==> config.mk <==
export PLATFORM = sky130hd
export DESIGN_NAME = aes_ctr_sequencer
export DESIGN_NICKNAME = d
export VERILOG_FILES = /design/src/rtl/aes_ctr_sequencer.sv
export SDC_FILE = /design/constraint.sdc
export NUM_CORES = 1
export LEC_CHECK = 0
export ABC_AREA = 1
export CAP_MARGIN = 10
export CORE_AREA = 2 2 264 266
export DETAILED_ROUTE_END_ITERATION = 10
export DIE_AREA = 0 0 266 268
export GPL_ROUTABILITY_DRIVEN = 0
export HOLD_SLACK_MARGIN = 0.1
export PLACE_DENSITY = 0.47
export SETUP_SLACK_MARGIN = 0.02
export SYNTH_ARGS = -nofsm -noshare
export SYNTH_HDL_FRONTEND = slang
export SYNTH_SLANG_ARGS = --single-unit
export TNS_END_PERCENT = 20
==> constraint.sdc <==
create_clock -name HCLK -period 1.84 [get_ports HCLK]
set_clock_uncertainty 0.2 [all_clocks]
set_input_delay 0.552 -clock HCLK [delete_from_list [all_inputs] [get_ports HCLK]]
set_output_delay 0.552 -clock HCLK [all_outputs]
set_load 0.05 [all_outputs]
==> src/rtl/aes_ctr_sequencer.sv <==
// Counter-mode sequencer: pairs FIFO plaintext with core keystream for {nonce, ctr} blocks.
// Optional WAIT-state watchdog is compiled in with `define AES_SEQ_TIMEOUT_EN.
module aes_ctr_sequencer #(
    parameter int DATA_W  = 128,
    parameter int CTR_W   = 32,
    parameter int TIMEOUT = 63
) (
    input  logic              HCLK,
    input  logic              HRESETn,
    input  logic              cfg_valid,
    input  logic [DATA_W-1:0] nonce_in,
    input  logic              fifo_empty,
    input  logic [DATA_W-1:0] fifo_data,
    output logic              fifo_rd,
    output logic              core_go,
    output logic [DATA_W-1:0] core_block,
    input  logic              core_done,
    input  logic [DATA_W-1:0] core_enc,
    output logic              out_valid,
    output logic [DATA_W-1:0] out_data,
    input  logic              out_ready,
    output logic              busy,
    output logic              err,
    output logic [CTR_W-1:0]  blk_count
);

    typedef enum logic [2:0] {
        S_IDLE  = 3'd0,
        S_ARMED = 3'd1,
        S_START = 3'd2,
        S_WAIT  = 3'd3,
        S_OUT   = 3'd4,
        S_ERROR = 3'd5
    } state_t;

    state_t                   state_r;
    state_t                   state_s;
    logic [DATA_W-CTR_W-1:0]  nonce_hi_r;
    logic [CTR_W-1:0]         ctr_r;
    logic [CTR_W-1:0]         init_ctr_r;
    logic [CTR_W-1:0]         blk_count_r;
    logic [CTR_W-1:0]         ctr_inc_s;
    logic [CTR_W-1:0]         ctr_after_s;
    logic [DATA_W-1:0]        out_data_r;
    logic                     first_r;
    logic                     fifo_rd_r;
    logic                     core_go_r;
    logic                     out_valid_r;
    logic                     busy_r;
    logic                     latch_s;
    logic                     capture_s;
    logic                     timeout_s;

    if (TIMEOUT < 1) begin : g_timeout_chk
        $error("aes_ctr_sequencer: TIMEOUT must be at least 1");
    end

`ifdef AES_SEQ_TIMEOUT_EN
    localparam int WD_W = $clog2(TIMEOUT + 1);

    logic [WD_W-1:0] wd_cnt_r;
    logic            err_r;

    assign timeout_s = (wd_cnt_r == WD_W'(TIMEOUT - 1));
    assign err       = err_r;

    // Watchdog: counts consecutive WAIT cycles; err stays set until cfg_valid in ERROR
    always_ff @(posedge HCLK or negedge HRESETn) begin
        if (!HRESETn) begin
            wd_cnt_r <= {WD_W{1'b0}};
            err_r    <= 1'b0;
        end else begin
            if ((state_r == S_WAIT) && (state_s == S_WAIT)) begin
                wd_cnt_r <= wd_cnt_r + 1'b1;
            end else begin
                wd_cnt_r <= {WD_W{1'b0}};
            end
            if ((state_r == S_WAIT) && (state_s == S_ERROR)) begin
                err_r <= 1'b1;
            end else if ((state_r == S_ERROR) && (state_s == S_ARMED)) begin
                err_r <= 1'b0;
            end else begin
                err_r <= err_r;
            end
        end
    end
`else
    assign timeout_s = 1'b0;
    assign err       = 1'b0;
`endif

    // Next-state decode; the wrap test looks at the counter value after this block's increment
    always_comb begin
        state_s     = state_r;
        latch_s     = 1'b0;
        capture_s   = 1'b0;
        ctr_inc_s   = ctr_r + 1'b1;
        ctr_after_s = first_r ? ctr_inc_s : ctr_r;
        case (state_r)
            S_IDLE: begin
                if (cfg_valid) begin
                    latch_s = 1'b1;
                    state_s = S_ARMED;
                end else begin
                    state_s = S_IDLE;
                end
            end
            S_ARMED: begin
                if (cfg_valid) begin
                    latch_s = 1'b1;
                    state_s = S_ARMED;
                end else if (!fifo_empty) begin
                    state_s = S_START;
                end else begin
                    state_s = S_ARMED;
                end
            end
            S_START: begin
                state_s = S_WAIT;
            end
            S_WAIT: begin
                if (core_done) begin
                    capture_s = 1'b1;
                    state_s   = S_OUT;
                end else if (timeout_s) begin
                    state_s = S_ERROR;
                end else begin
                    state_s = S_WAIT;
                end
            end
            S_OUT: begin
                if (out_ready) begin
                    if (ctr_after_s == init_ctr_r) begin
                        state_s = S_IDLE;
                    end else begin
                        state_s = S_ARMED;
                    end
                end else begin
                    state_s = S_OUT;
                end
            end
            S_ERROR: begin
                if (cfg_valid) begin
                    latch_s = 1'b1;
                    state_s = S_ARMED;
                end else begin
                    state_s = S_ERROR;
                end
            end
            default: begin
                state_s = S_IDLE;
            end
        endcase
    end

    // State, counters and registered outputs (outputs decoded from the next state)
    always_ff @(posedge HCLK or negedge HRESETn) begin
        if (!HRESETn) begin
            state_r     <= S_IDLE;
            nonce_hi_r  <= {(DATA_W-CTR_W){1'b0}};
            ctr_r       <= {CTR_W{1'b0}};
            init_ctr_r  <= {CTR_W{1'b0}};
            blk_count_r <= {CTR_W{1'b0}};
            out_data_r  <= {DATA_W{1'b0}};
            first_r     <= 1'b0;
            fifo_rd_r   <= 1'b0;
            core_go_r   <= 1'b0;
            out_valid_r <= 1'b0;
            busy_r      <= 1'b0;
        end else begin
            state_r     <= state_s;
            first_r     <= capture_s;
            fifo_rd_r   <= capture_s && !fifo_empty;
            core_go_r   <= (state_s == S_START);
            out_valid_r <= (state_s == S_OUT);
            busy_r      <= !((state_s == S_IDLE) || (state_s == S_ARMED));
            if (latch_s) begin
                nonce_hi_r  <= nonce_in[DATA_W-1:CTR_W];
                ctr_r       <= nonce_in[CTR_W-1:0];
                init_ctr_r  <= nonce_in[CTR_W-1:0];
                blk_count_r <= {CTR_W{1'b0}};
            end else if (first_r) begin
                ctr_r       <= ctr_inc_s;
                blk_count_r <= blk_count_r + 1'b1;
            end else begin
                ctr_r       <= ctr_r;
                blk_count_r <= blk_count_r;
            end
            if (capture_s) begin
                out_data_r <= core_enc ^ fifo_data;
            end else begin
                out_data_r <= out_data_r;
            end
        end
    end

    assign fifo_rd    = fifo_rd_r;
    assign core_go    = core_go_r;
    assign core_block = {nonce_hi_r, ctr_r};
    assign out_valid  = out_valid_r;
    assign out_data   = out_data_r;
    assign busy       = busy_r;
    assign blk_count  = blk_count_r;

endmodule

# Word-level counts from Yosys, hierarchy flattened
# Index checks and enable logic that the tools add are counted.
# op_classes
n_reduce_logical	8
n_mux	16
n_bitwise	1
n_eq_ne	9
addsub	2
# ops
cell	count
32-bit two-way mux	4
128-bit XOR	1
32-bit by 1-bit adder with 32-bit output (second input constant)	2
32-bit == test	1
3-bit one-hot mux with 6 select lines	1
3-bit by 2-bit == test with 1-bit output (second input constant)	3
3-bit == test (second input constant)	3
3-bit two-way mux	3
3-bit by 1-bit == test with 1-bit output (second input constant)	2
3-bit zero test	2
1-bit two-way mux	6
2-bit two-way mux	2
3-bit OR reduction	1
1-bit zero test	2
2-bit nonzero test	1
1-bit logical AND	1
1-bit logical OR	1
# word_totals
inputBits	390
regBits	328
wordCells	47
out_inout_bits	293

# Logic depth before layout (Yosys ltp)
# logic_depth
depth_word	9
ltp_mapped	17

# Least setup slack after synthesis
# OpenSTA, ideal clock, no wires.
# synth_timing
path_type	register to register
startpoint	register blk_count_r[0], in the netlist blk_count[0]
endpoint	register blk_count_r[16], in the netlist blk_count[16]
path_stages_with_launch	13
required_time_ps	1519
t_arrival_ps	2115
setup_slack_ps	-596
path_cell_list	dfrtp_1 > ha_1 > inv_1 > nor3_2 > nand2_1 > nor2_2 > nand2_2 > nor3_4 > nand2_1 > nor2_4 > nand3_1 > o21ai_0 > nor2_1
# synth_between
elab_chain_len	3
# synth_lines
element	line_no	rtl
start: declaration	41	logic [CTR_W-1:0] blk_count_r;
start signal: assignment	163	blk_count_r <= {CTR_W{1'b0}};
start signal: assignment	181	blk_count_r <= {CTR_W{1'b0}};
start signal: assignment	184	blk_count_r <= blk_count_r + 1'b1;
32-bit by 1-bit adder with 32-bit output	184	
32-bit two-way mux	182	end else if (first_r) begin
32-bit two-way mux	177	if (latch_s) begin
# No other way between the ends. The select of a mux whose other input is x is not followed.
# A chain may end at the register's enable or synchronous reset.

# Final worst setup path
# layout_timing
startpoint	register ctr_r[1]
endpoint	register state_r[0]
# layout_between
elab_chain_len	6
# layout_lines
element	line_no	rtl
start: declaration	39	logic [CTR_W-1:0] ctr_r;
start signal: assignment	161	ctr_r <= {CTR_W{1'b0}};
start signal: assignment	179	ctr_r <= nonce_in[CTR_W-1:0];
start signal: assignment	183	ctr_r <= ctr_inc_s;
32-bit by 1-bit adder with 32-bit output	97	ctr_inc_s = ctr_r + 1'b1;
32-bit two-way mux *	--	
32-bit == test *	133	if (ctr_after_s == init_ctr_r) begin
1-bit two-way mux *	133	
3-bit two-way mux *	132	if (out_ready) begin
3-bit one-hot mux with 6 select lines *	99	case (state_r)
net state_s[0]	37	state_t state_s;
end signal: assignment	171	state_r <= state_s;
end: declaration	36	state_t state_r;
# Mark *: on every way through the listed nets, which the timed path passes. The rest lies on a longest branch.

==> summary.txt <==
Timing
  – Hold Violations, Final: 0
  – Pins Over Slew Limit: 0
  – Minimum clock period: about 2.3 ns
  – Peak Freq: about 0.44 GHz
  – WHS: between 0.2 and 0.3 ns
  – Final setup violation count: approximately 460
  – Final setup margin: -0.419 ns
  – RSZ-0062 raised after global routing: yes
  – Fin Setup TNS: -33.77 ns
  – Period utilisation layout: 1.23

Cells and area
  – FILL cells: ~6,300
  – Commonest non-fill, non-tap cells in the layout: 618 x nand2_1, 388 x clkdlybuf4s50_1, 320 x buf_12, 255 x dfrtp_1, 232 x buf_4
  – Nets@finish: around 3,300
  – Layout cells sized above 1: 0.361
  – Area delta synth->final: 113%
  – Most common cell after layout, fill and taps aside: nand2_1
  – Util after Layout: 0.484

Synthesis
  – Post-synthesis register bit count: approximately 330
  – Post-synth EDFFs: 0
  – Dominant cell type by area after synthesis: dfrtp_1
  – Synth top area cells: dfrtp_1 53%, nand2_1 17%, xnor2_1 7.5%
  – Asr flop ratio synth: 1.00
  – Syn avg cell area: 8.22 sq um
  – Yosys warnings: 0
  – Synth Flop Type: dfrtp_1
  – Gate Count Post-Synth: roughly 1,900
  – Synth Net Count: 2,278
  – Seq/Total Area, Yosys: 0.530
  – Yosys top cell area share: 0.530
  – Cell Area, Synth: 0.0155 sq mm
  – Netlist cell types: 31

Setup path
  – Crit-path max FO: 4
  – Critical path's top delay family: simple AND/OR/NAND/NOR gates
  – Cell with the largest stage delay on the worst path: dfrtp_2
  – CP max stage delay: between 0.3 and 0.4 ns
  – Crit path cell chain: buf_6 > nand2_4 > nor2_4 > buf_6 > nand2_2 > nor2_4 > buf_6 > nand3_1 > nand2_1 > nand2_1 > nand2_1 > nand2_1 > nor2_2 > nand2_1 > nor2_1 > nand2_1 > nand2_1 > nand2_1
  – Arrival time of the worst setup path: ~2.5 ns
  – CP Capture Type: flip-flop
  – Most used cell, CP: nand2_1
  – Crit path kind: flip-flop to flip-flop
  – Required @ worst endpoint: roughly 2.1 ns
  – CP bufs+invs: 3
  – Setup crit start kind: flip-flop

Global routing
  – Vias in the first global route: 17,230
  – First-pass GRT wire length: about 110 mm
  – Grt ovf: 0
  – Initial antenna violation count: 12
  – Global Route Usage Sum: 0.215
  – Largest net degree at the start of global routing: between 50 and 60

CTS
  – CTS tree: done
  – H-tree depth: 2
  – Reg clk slew, reported paths: 0.07 ns
  – Sink Count: between 300 and 400
  – Max clock buf depth: 3
  – Cts bufs inserted: 42
  – Clock Latency Late Sink: ~0.57 ns
  – Clk root buf: clkbuf_16

Drt
  – WL final: 81.6 mm
  – Via count: ~17,000
  – Wire length per cell: 21.2 microns
  – First-pass detailed-route iteration total: 5
  – Vias per inst: 4.43
  – 1st-iter DRT viols: about 1,100
  – DRC: 0
  – Remaining antenna violation count: 0

Pwr
  – Comb pwr share: 0.618
  – Clock power frac: 0.146
  – Leak Pwr: roughly 15 nW
  – P_int: 32.5 mW
  – Sequential power share: 0.236
  – Net Sw Power: roughly 26 mW
  – Max rail drop VDD: 743 uV
  – Power per cell area: approximately 1800 mW/mm^2
  – Sw Share: 0.447

Flow run
  – Max-Cap Viols: 0

Place
  – Port bufs: 681
  – Post-DP HPWL: between 60 and 70 mm

Worst hold path
  – HP Class: input pin to async pin

Status
  – Status: finished with violations
  – Violated checks: negative setup slack

Floorplanning
  – Die Height: 268 microns
  – I/O pins: ~700
  – Die ar.: about 0.071 sq mm
  – Die width: approximately 270 microns
  – Core box area: 0.0682 sq mm
  – Rows: 96
  – Initial Util: 0.227
power by group through the flow:
stage / Clock (mW) / Sequential, mW / Combinational (mW)
final: 8.54 / 13.9 / 36.3
after global routing: 9.06 / 14.2 / 37.9
after CTS: 8.78 / 13.8 / 34.8
after detailed placement: 0 / 13.8 / 32.4
after global placement: 0 / 13.7 / 32.2
after floorplan: 0 / 21.5 / 5.28
per-layer routing:
metal	vias to the layer above	global-route usage	wire length (microns)
li1	8124	-	-
met1	8178	0.239	30200
met2	587	0.404	43600
met3	156	0.0446	4370
met4	6	0.0739	3330
met5	-	0	42
repair_timing:
item                       CTS  global route
gates cloned                12            16
pin swaps                   49            84
setup endpoints to repair  486           499
hold endpoints to repair   236             0
setup buffers              105            42
hold buffers                 1             0
resized for setup          223           282
kinds of logic after synthesis:
group	share of synthesized area
AO/OA/AOI/OAI	0.0698
XOR/XNOR	0.0832
adder cells (fa/ha/maj)	0.00161
buffers and inverters	0.0469
flip-flops	0.530
other	0.000242
AND/OR/NAND/NOR	0.269
layout make-up:
cell class | instances | area [sq um] | share of cell area
timing repair buffer | 1065 | 13900 | 0.420
sequential | 328 | 8300 | 0.252
multi-input combinational | 1371 | 7770 | 0.236
clock buffer | 61 | 1250 | 0.0380
tap | 882 | 1100 | 0.0334
inverter | 118 | 490 | 0.0149
clock inverter | 16 | 171 | 0.00519
timing repair inverter | 2 | 40.0 | 0.00121
antenna | 2 | 5.00 | 0.000152
cells in the mapped netlist, types with 3 or more instances:
| cell | instances |
|---|---|
| a21oi_1 | 12 |
| buf_1 | 3 |
| buf_2 | 14 |
| clkbuf_1 | 52 |
| dfrtp_1 | 328 |
| inv_1 | 116 |
| nand2_1 | 718 |
| nand2_2 | 4 |
| nand3_1 | 121 |
| nand3b_1 | 3 |
| nand4_1 | 25 |
| nor2_1 | 92 |
| nor2_2 | 11 |
| nor3_1 | 23 |
| nor4_1 | 8 |
| o21ai_0 | 189 |
| o31ai_1 | 8 |
| xnor2_1 | 132 |
| xor2_1 | 10 |
worst paths after layout:
kind | start | endpoint | slack [ns] | depth (start not counted)
hold / removal | HRESETn | out_data[94] | 0.30 | 2
setup / recovery | ctr_r[1] | state_r[0] | -0.42 | 18
setup reg to reg | ctr_r[1] | state_r[0] | -0.42 | 18
max in group asynchronous | HRESETn | ctr_r[28] | 0.45 | 3
min in group HCLK | init_ctr_r[14] | init_ctr_r[14] | 0.30 | 2
hold reg to reg | init_ctr_r[14] | init_ctr_r[14] | 0.30 | 2
per-stage QoR:
step / cells / worst slack, ns / power (mW) / cell area, sq um
6_report: 3845 / -0.419 / 58.7 / 33000
5_1_grt: 3844 / -0.574 / 61.2 / 33000
4_1_cts: 3802 / -0.424 / 57.3 / 31500
3_5_place_dp: 3610 / -0.520 / 46.2 / 28200
3_3_place_gp: 3610 / -0.493 / 45.9 / 28200
2_1_floorplan: 1886 / -0.292 / 26.8 / 15600
flip-flops by register name, indices dropped and copies added (netlist names):
| register | flops |
|---|---|
| state_r | 3 |
| out_valid | 1 |
| first_r | 1 |
| nonce_hi_r | 96 |
| init_ctr_r | 32 |
| fifo_rd | 1 |
| blk_count | 32 |
| core_go | 1 |
| busy | 1 |
| ctr_r | 32 |
| out_data | 128 |
Note: power is estimated with default switching activity, not from simulation.
